### src/rtl/seg_scan_ctrl.sv
// Multiplexed seven-segment scan controller: guard/active dwell per digit, frame-aligned display
// word update, leading-zero blanking. Optional blink feature enabled by defining SEG_BLINK_EN.
module seg_scan_ctrl #(
  parameter int NUM_DIGITS  = 4,
  parameter int REFRESH_DIV = 100000,
  parameter int GUARD_CYC   = 16,
  parameter int BLINK_DIV   = 25000000
) (
  input  logic                    clk,
  input  logic                    rst_n,
  input  logic                    wr_valid,
  input  logic [4*NUM_DIGITS-1:0] wr_data,
  output logic                    wr_ready,
  input  logic                    lzb,
  input  logic [NUM_DIGITS-1:0]   dp_mask,
`ifdef SEG_BLINK_EN
  input  logic [NUM_DIGITS-1:0]   blink_mask,
`endif
  output logic [3:0]              dec_in,
  output logic                    dec_en,
  output logic [NUM_DIGITS-1:0]   an,
  output logic                    dp,
  output logic                    frame_start
);

  localparam int IDX_W     = (NUM_DIGITS > 1) ? $clog2(NUM_DIGITS) : 1;
  localparam int MAX_DWELL = (REFRESH_DIV > GUARD_CYC) ? REFRESH_DIV : GUARD_CYC;
  localparam int CNT_W     = $clog2(MAX_DWELL + 1);

  typedef enum logic {ST_GUARD, ST_ACTIVE} state_t;

  state_t                  r_state, w_state_nxt;
  logic [CNT_W-1:0]        r_cnt, w_cnt_nxt;
  logic [IDX_W-1:0]        r_idx, w_idx_nxt;
  logic [4*NUM_DIGITS-1:0] r_shadow, w_shadow_nxt, r_pend_data, w_hi;
  logic                    r_pending, w_accept, w_boundary, w_blink, w_blank, w_dp;
  logic [NUM_DIGITS-1:0]   w_onehot, w_an;
  logic [3:0]              w_nib;
  logic [3:0]              r_dec_in;
  logic                    r_dec_en, r_dp, r_frame_start;
  logic [NUM_DIGITS-1:0]   r_an;

  assign w_accept = wr_valid & ~r_pending;

  // NOTE: every always_comb output gets a default first so no path leaves it unassigned (no latch).
  always_comb begin
    w_state_nxt = r_state;
    w_cnt_nxt   = r_cnt + 1'b1;
    w_idx_nxt   = r_idx;
    w_boundary  = 1'b0;
    case (r_state)
      ST_GUARD: if (r_cnt == CNT_W'(GUARD_CYC - 1)) begin
        w_state_nxt = ST_ACTIVE;
        w_cnt_nxt   = '0;
        w_boundary  = (r_idx == '0);
      end
      ST_ACTIVE: if (r_cnt == CNT_W'(REFRESH_DIV - 1)) begin
        w_state_nxt = ST_GUARD;
        w_cnt_nxt   = '0;
        w_idx_nxt   = (r_idx == IDX_W'(NUM_DIGITS - 1)) ? '0 : r_idx + 1'b1;
      end
      default: w_state_nxt = ST_GUARD;
    endcase
    w_shadow_nxt = (w_boundary && r_pending) ? r_pend_data : r_shadow;
  end

`ifdef SEG_BLINK_EN
  localparam int BLINK_W = $clog2(BLINK_DIV + 1);
  logic [BLINK_W-1:0] r_blink_cnt;
  logic               r_blink_phase;

  always_ff @(posedge clk or negedge rst_n) begin
    if (!rst_n) begin
      r_blink_cnt   <= '0;
      r_blink_phase <= 1'b0;
    end else if (r_blink_cnt == BLINK_W'(BLINK_DIV - 1)) begin
      r_blink_cnt   <= '0;
      r_blink_phase <= ~r_blink_phase;
    end else begin
      r_blink_cnt   <= r_blink_cnt + 1'b1;
    end
  end

  assign w_blink = r_blink_phase & blink_mask[w_idx_nxt];
`else
  assign w_blink = 1'b0;
`endif

  // Display values for the digit that will be active after this edge, using the post-update shadow.
  always_comb begin
    w_onehot = NUM_DIGITS'(1) << w_idx_nxt;
    w_hi     = w_shadow_nxt >> (4 * w_idx_nxt);
    w_nib    = w_hi[3:0];
    w_blank  = w_blink | (lzb && (w_idx_nxt != '0) && (w_hi == '0));
    w_an     = w_blank ? '1 : ~w_onehot;
    w_dp     = w_blink | ~dp_mask[w_idx_nxt];
  end

  // NOTE: sequential state uses non-blocking assignments so all registers update from pre-edge values.
  always_ff @(posedge clk or negedge rst_n) begin
    if (!rst_n) begin
      r_state       <= ST_GUARD;
      r_cnt         <= '0;
      r_idx         <= '0;
      r_shadow      <= '0;
      r_pending     <= 1'b0;
      r_dec_in      <= '0;
      r_dec_en      <= 1'b0;
      r_an          <= '1;
      r_dp          <= 1'b1;
      r_frame_start <= 1'b0;
    end else begin
      r_state       <= w_state_nxt;
      r_cnt         <= w_cnt_nxt;
      r_idx         <= w_idx_nxt;
      r_shadow      <= w_shadow_nxt;
      r_frame_start <= w_boundary;
      if (w_accept)        r_pending <= 1'b1;
      else if (w_boundary) r_pending <= 1'b0;
      if (w_state_nxt == ST_ACTIVE) begin
        r_dec_in <= w_nib;
        r_an     <= w_an;
        r_dec_en <= ~w_blank;
        r_dp     <= w_dp;
      end else begin
        r_an     <= '1;
        r_dec_en <= 1'b0;
        r_dp     <= 1'b1;
      end
    end
  end

  // NOTE: the pending word is only read while r_pending is set, so it needs no reset.
  always_ff @(posedge clk) begin
    if (w_accept) r_pend_data <= wr_data;
  end

  assign wr_ready    = ~r_pending;
  assign dec_in      = r_dec_in;
  assign dec_en      = r_dec_en;
  assign an          = r_an;
  assign dp          = r_dp;
  assign frame_start = r_frame_start;

endmodule
### config.mk
export PLATFORM = sky130hd
export DESIGN_NAME = seg_scan_ctrl
export DESIGN_NICKNAME = d
export VERILOG_FILES = /design/src/rtl/seg_scan_ctrl.sv
export SDC_FILE = /design/constraint.sdc
export NUM_CORES = 1
export LEC_CHECK = 0
export CORE_MARGIN = 4
export CORE_UTILIZATION = 35
export CTS_BUF_LIST = sky130_fd_sc_hd__clkbuf_8 sky130_fd_sc_hd__clkbuf_16
export DETAILED_ROUTE_END_ITERATION = 8
export GPL_TIMING_DRIVEN = 1
export HOLD_SLACK_MARGIN = 0.15
export PLACE_DENSITY_LB_ADDON = 0.12
export SLEW_MARGIN = 10
export SYNTH_ARGS = -nofsm -noshare
export SYNTH_HDL_FRONTEND = slang
export SYNTH_SLANG_ARGS = --single-unit
### constraint.sdc
create_clock -name clk -period 2.75 [get_ports clk]
set_input_delay 0.55 -clock clk [delete_from_list [all_inputs] [get_ports clk]]
set_output_delay 0.55 -clock clk [all_outputs]
set_load 0.03 [all_outputs]
# Word-level counts from Yosys, hierarchy flattened

Index checks and enable logic that the tools add are counted.

Bits in registers: 64
Input port bits: 24
Output and inout port bits: 12

Add/sub/neg operators: 2
$lt $le $gt $ge: 1
Equal/unequal tests: 3
Shift-type cells: 2
Multiplexer cells: 20
Bitwise gates (word level): 6
Reduce and logical (&&, ||, !) cells: 7

Operator list:

| operator              | number |
|---|---|
| $mux 17               | 2 |
| $pmux 17 s2           | 1 |
| $add 17x1->17 const B | 1 |
| $eq 17x17->1 const B  | 1 |
| $eq 17x4->1 const B   | 1 |
| $logic_not 16->1      | 1 |
| $mux 16               | 1 |
| $shr 16x4->16         | 1 |
| $mux 1                | 9 |
| $mux 4                | 2 |
| $mux 2                | 3 |
| $not 1->1             | 4 |
| $not 4->4             | 1 |
| $reduce_bool 2->1     | 2 |
| $shl 1x2->4 const A   | 1 |
| $logic_and 1x1->1     | 3 |
| $lt 2x3->1 const B    | 1 |
| $add 2x1->2 const B   | 1 |
| $bmux 1 s2            | 1 |
| $eq 2x2->1 const B    | 1 |
| $logic_not 2->1       | 1 |
| $pmux 1 s2            | 1 |
| $and 1x1->1           | 1 |

# Depth between registers and ports, before layout

Word-level depth: 10
Mapped depth: 12

# Worst setup path before layout

No wires, ideal clock.

Kind: register to register
Start point: reg r_cnt[0]
End point: reg r_dec_en (netlist: dec_en)
Library setup time: 135 ps
Arrival time: 2,786 ps
Required time: 2,615 ps
Setup slack: -171 ps
Cell stages (with the launch flop): 12
Period minus slack after synthesis: 2,921 ps
Cell sequence: dfrtp_1 > ha_1 > and3_1 > clkbuf_1 > nand3_1 > nor3_2 > buf_2 > mux2_1 > mux2_2 > mux2_4 > nor4_4 > a21boi_1

Longest elaborated chain between the ends: 10
Elaborated cells between the ends (all ways): 18
Classes of those cells: eq/ne: 2; shift: 1; mux: 9; bitwise: 1; reduce/logical: 5

Ends and longest elaborated chain:

| element                | RTL line | source |
|---|---|---|
| start, declared        | 33       | `logic [CNT_W-1:0] r_cnt, w_cnt_nxt;` |
| start signal, assigned | 114      | `r_cnt <= w_cnt_nxt;` |
| $eq 17x4->1            | 52       | `ST_GUARD: if (r_cnt == CNT_W'(GUARD_CYC - 1)) begin` |
| $mux 1                 | 52       |  |
| $mux 1                 | 51       | `case (r_state)` |
| $logic_and 1x1->1      | 64       | `w_shadow_nxt = (w_boundary && r_pending) ? r_pend_data : r_shadow;` |
| $mux 16                | 64       |  |
| via w_shadow_nxt[15]   | 35       | `logic [4*NUM_DIGITS-1:0] r_shadow, w_shadow_nxt, r_pend_data, w_hi;` |
| $shr 16x4->16          | 92       | `w_hi = w_shadow_nxt >> (4 * w_idx_nxt);` |
| $logic_not 16->1       | 94       | `w_blank = w_blink \| (lzb && (w_idx_nxt != '0) && (w_hi == '0));` |
| $logic_and 1x1->1      | 94       |  |
| $not 1->1              | 123      | `r_dec_en <= ~w_blank;` |
| $mux 1                 | 120      | `if (w_state_nxt == ST_ACTIVE) begin` |
| end signal, assigned   | 123      |  |
| end, declared          | 40       | `logic r_dec_en, r_dp, r_frame_start;` |

The timed path passes the listed nets, and every way through them passes these cells.
A chain may end at the register's enable or synchronous reset.

# Worst setup path in the final report

Start point: reg r_cnt[10]
End point: reg r_an[2] (netlist: an[2])

Longest elaborated chain between the ends: 10
Elaborated cells between the ends (all ways): 20
Classes of those cells: eq/ne: 2; shift: 2; mux: 10; bitwise: 1; reduce/logical: 5

Ends and longest elaborated chain:

| element              | RTL line | source |
|---|---|---|
| $eq 17x4->1          | 52       |  |
| $mux 1               | 52       |  |
| $mux 1               | 51       |  |
| $logic_and 1x1->1    | 64       |  |
| $mux 16              | 64       |  |
| via w_shadow_nxt[1]  | 35       |  |
| $shr 16x4->16        | 92       |  |
| $logic_not 16->1     | 94       |  |
| $logic_and 1x1->1    | 94       |  |
| $mux 4               | 95       | `w_an = w_blank ? '1 : ~w_onehot;` |
| $mux 4               | 120      |  |
| end signal, assigned | 122      | `r_an <= w_an;` |
| end, declared        | 41       | `logic [NUM_DIGITS-1:0] r_an;` |

The timed path passes the listed nets, and every way through them passes these cells.

==> flow_summary_export.csv <==
group,metric,value,unit
die,io_pins,36,
cts,cts_tree,"done",
logic_synthesis,ys_ff_latch,64,
setup_path,worstSetupPathType,"reg2reg",
setup_path,r2r_setup_slack,-0.06,ns
global_routing,grt_max_degree,49,
setup_path,slowest_delay,0.39,ns
die,fp.dieH,97.9,um
global_routing,track_usage,12.9,%
die,core_area,7810,um2
logic_synthesis,syn-mean-instance-area,12.9,um2
timing,hold_viol_final,0,
die,fp-row-count,32,
setup_path,regToRegEndpoint,"an[2]$_DFF_PN1_",
logic_synthesis,syn_area,2830,um2
cts,insertion_delay,0.35,ns
place,io_buffers,35,
cts,cts_buffers,9,
timing,timing.slew.headroom,58.2,%
route,drc,0,
pwr,p_leak,1.77,nW
cells_and_area,antennaDiodeCount,0,
pwr,power.internal,1.52,mW
cells_and_area,finish.utilization,50.2,%
timing,finalWorstSetupSlack,-0.0566,ns
pwr,powerDensity,497,nW/um2
setup_path,slowest_stage,"dfrtp_1",
setup_path,crit_top_cell,"mux2_4",
route,vias,1913,
timing,hold_slack,0.296,ns
cells_and_area,drive_above_1_share,33.9,%
route,drtPass1Iterations,4,
timing,setup_violations,4,
route,routedWlPerCell,14.7,um
place,detailed_place_hpwl,4.01,mm
logic_synthesis,seq_area_frac_synth,59.6,%
logic_synthesis,synthArstFlopShare,75.0,%
setup_path,crit_end,"an[2]$_DFF_PN1_",
setup_path,setup.worst_path.end_class,"flip-flop",
setup_path,start_kind,"flip-flop",
timing,post-route-min-period,2.81,ns
timing,fmax,356,MHz
cells_and_area,area_growth,38.5,%
pwr,vdd_ir_drop_max,0.000281,V
pwr,p_sw,423,uW
setup_path,arrival,3.10,ns
outcome,outcome,"complete, but fails checks",
global_routing,grt_pass1_wl,9.72,mm
route,wl,5.95,mm
logic_synthesis,synth.distinct_cells,40,
pwr,p_sw_share,21.7,%
logic_synthesis,syn_nets,246,
route,drt_iter0_drc,61,
cts,cts.path.max_buffers,2,
cells_and_area,final-instance-count-excl-fill,406,
cts,htree_levels,3,
route,avgViaCountPerCell,4.71,
die,start_util,36.2,%
cells_and_area,fin_nets,326,
pwr,clkPwrFrac,47.3,%
cts,path_clk_slew,0.08,ns
setup_path,path_max_fanout,7,
setup_path,crit_start,"r_cnt[10]$_DFF_PN0_",
timing,maxSlewViolCount,0,
hold_path,min_path_type,"in2async",
die,dieArea,9590,um2
timing,tightestPinTransition,0.627,ns
timing,rsz0062_at_grt,"true",
setup_path,rr_startpoint,"r_cnt[10]$_DFF_PN0_",
setup_path,worstRegToRegCells,11,
route,drtAntennaViolNets,0,
outcome,violations,"setup timing",
cts,cts-root-buf,"clkbuf_8",
logic_synthesis,synth_edf_count,16,
place,place.gp.congestion,0.741,
global_routing,grt_pass1_vias,1900,
logic_synthesis,ys_warn_count,0,
logic_synthesis,synth_cells,219,
global_routing,grt_overflow,0,
job,drv_cap,0,
pwr,combPwrFrac,2.7,%
setup_path,critPathRequiredTime,3.04,ns
setup_path,cp_cell_sequence,"nor4_2, buf_4, nand3_4, nor3_4, buf_12, buf_8, mux2_4, mux2_2, mux2_4, nor4_4, a21o_1",
logic_synthesis,synth_flop_cell,"dfrtp_1",
cts,cts.sinks,64,
global_routing,antenna_found_initial,0,
pwr,pwr-share-seq,50.0,%
timing,timing.final.crit_share,102,%
place,dp_cells,377,
timing,fin_skew,0.0128,ns
die,die_w,97.9,um
==> stage by stage <==
stage                     setup TNS [ns]  power (mW)  instance area [um2]  worst slack, ns
after global placement           -0.0170        1.05                 3510          -0.0170
after global routing              -0.908        2.02                 3920           -0.218
after floorplan                        0       0.998                 2860           0.0255
after CTS                        -0.0544        1.97                 3850          -0.0158
after detailed placement          -0.251        1.05                 3510          -0.0747
final                             -0.181        1.95                 3920          -0.0566
==> kinds of logic (layout without fill, tap and decap cells) <==
kind of cell / Yosys count / in the layout / share of synthesized area [%]
buffers and inverters: 21 / 106 / 3.18
adder cells (fa/ha/maj): 3 / 3 / 1.33
XOR/XNOR: 15 / 15 / 4.64
AND/OR/NAND/NOR: 66 / 66 / 13.5
multiplexers: 38 / 38 / 14.6
flip-flops: 64 / 64 / 59.6
AO/OA/AOI/OAI: 12 / 12 / 3.14
==> sequential cells by signal, indices dropped and copies added (netlist names) <==
name and flops:
r_state 1, an 4, r_cnt 17, dec_in 4, r_shadow 16, r_pending 1, dp 1, r_pend_data 16
r_idx 2, dec_en 1, frame_start 1
==> placed cells by master (no fill, tap or decap), drive strengths merged, types with 2 or more instances in the layout <==
cell type and count:
a21o 3, nand2 8, nand3 16, or3 2, buf 41, bufinv 2, nor2 15, mux2 23
clkinv 2, edfxtp 16, nor3 5, ha 3, xnor2 8, dfrtp 43, and3 11, clkbuf 9
clkdlybuf4s50 34, mux2i 15, a31oi 2, nor4 4, inv 17, xor2 7, dfstp 5
==> worst min-delay path by stage <==
stage | endpoint | slack (ns) | cells past startpoint
after floorplan | dec_en$_DFF_PN0_ | 0.25 | 0
after global placement | r_shadow[3]$_DFF_PN0_ | 0.48 | 1
after detailed placement | r_shadow[7]$_DFF_PN0_ | 0.49 | 1
after CTS | r_cnt[12]$_DFF_PN0_ | 0.32 | 2
after global routing | r_cnt[12]$_DFF_PN0_ | 0.34 | 2
final | r_cnt[12]$_DFF_PN0_ | 0.30 | 2
==> synth_stat cells (all sizes together), types with 2 or more instances <==
| cell | n | area (um2) |
|---|---|---|
| dfrtp | 43 | 1080 |
| a21o | 3 | 22.5 |
| inv | 15 | 56.3 |
| dfstp | 5 | 131 |
| and3 | 11 | 71.3 |
| ha | 3 | 37.5 |
| nand2 | 8 | 32.5 |
| a31oi | 2 | 12.5 |
| mux2 | 23 | 263 |
| buf | 4 | 26.3 |
| nor3 | 5 | 30.0 |
| nor2 | 15 | 56.3 |
| mux2i | 15 | 150 |
| edfxtp | 16 | 480 |
| clkbuf | 2 | 7.51 |
| or3 | 2 | 12.5 |
| nor4 | 4 | 61.3 |
| nand3 | 16 | 80.1 |
| xnor2 | 8 | 70.1 |
| xor2 | 7 | 61.3 |
==> critical path: cells and delay by family, from the launching register on <==
family	cells	cell delay, ns
and+or+nand+nor	4	0.89
muxes	3	0.84
buffers and inverters	3	0.44
DFF	1	0.39
AOI/OAI and AO/OA	1	0.18
==> power groups by stage <==
stage / sequential [mW] / combinational (mW) / clock (mW)
finish: 0.975 / 0.0518 / 0.921
global route: 0.975 / 0.0572 / 0.991
CTS: 0.975 / 0.0538 / 0.941
detailed placement: 0.994 / 0.0535 / 0
global placement: 0.994 / 0.0530 / 0
floorplan: 0.996 / 0.00185 / 0
==> area by class of cell <==
| cell class | count | area (um2) |
|---|---|---|
| sequential | 64 | 1690 |
| fill | 717 | 3890 |
| inverter | 15 | 56.3 |
| multi-input combinational | 134 | 1150 |
| clock buffer | 9 | 124 |
| clock inverter | 7 | 103 |
| timing repair buffer | 75 | 669 |
| tap | 102 | 128 |
==> metal layers <==
| metal | vias to the layer above | GRT usage, % | wire (um) |
|---|---|---|---|
| met4 | 0 | 5.11 | 95 |
| met3 | 7 | 3.93 | 313 |
| met1 | 937 | 19.0 | 2920 |
| met2 | 40 | 17.7 | 2620 |
| met5 | - | 0 | 0 |
| li1 | 929 | - | - |
==> what timing repair did <==
item / CTS / global route
endpoints found under the setup margin: 4 / 6
cloned: 0 / 0
setup buffers: 7 / 6
pin swaps: 5 / 7
gates resized for setup: 16 / 5
hold buffers: 0 / 0
No activity file was read; power rests on OpenSTA's default activity.
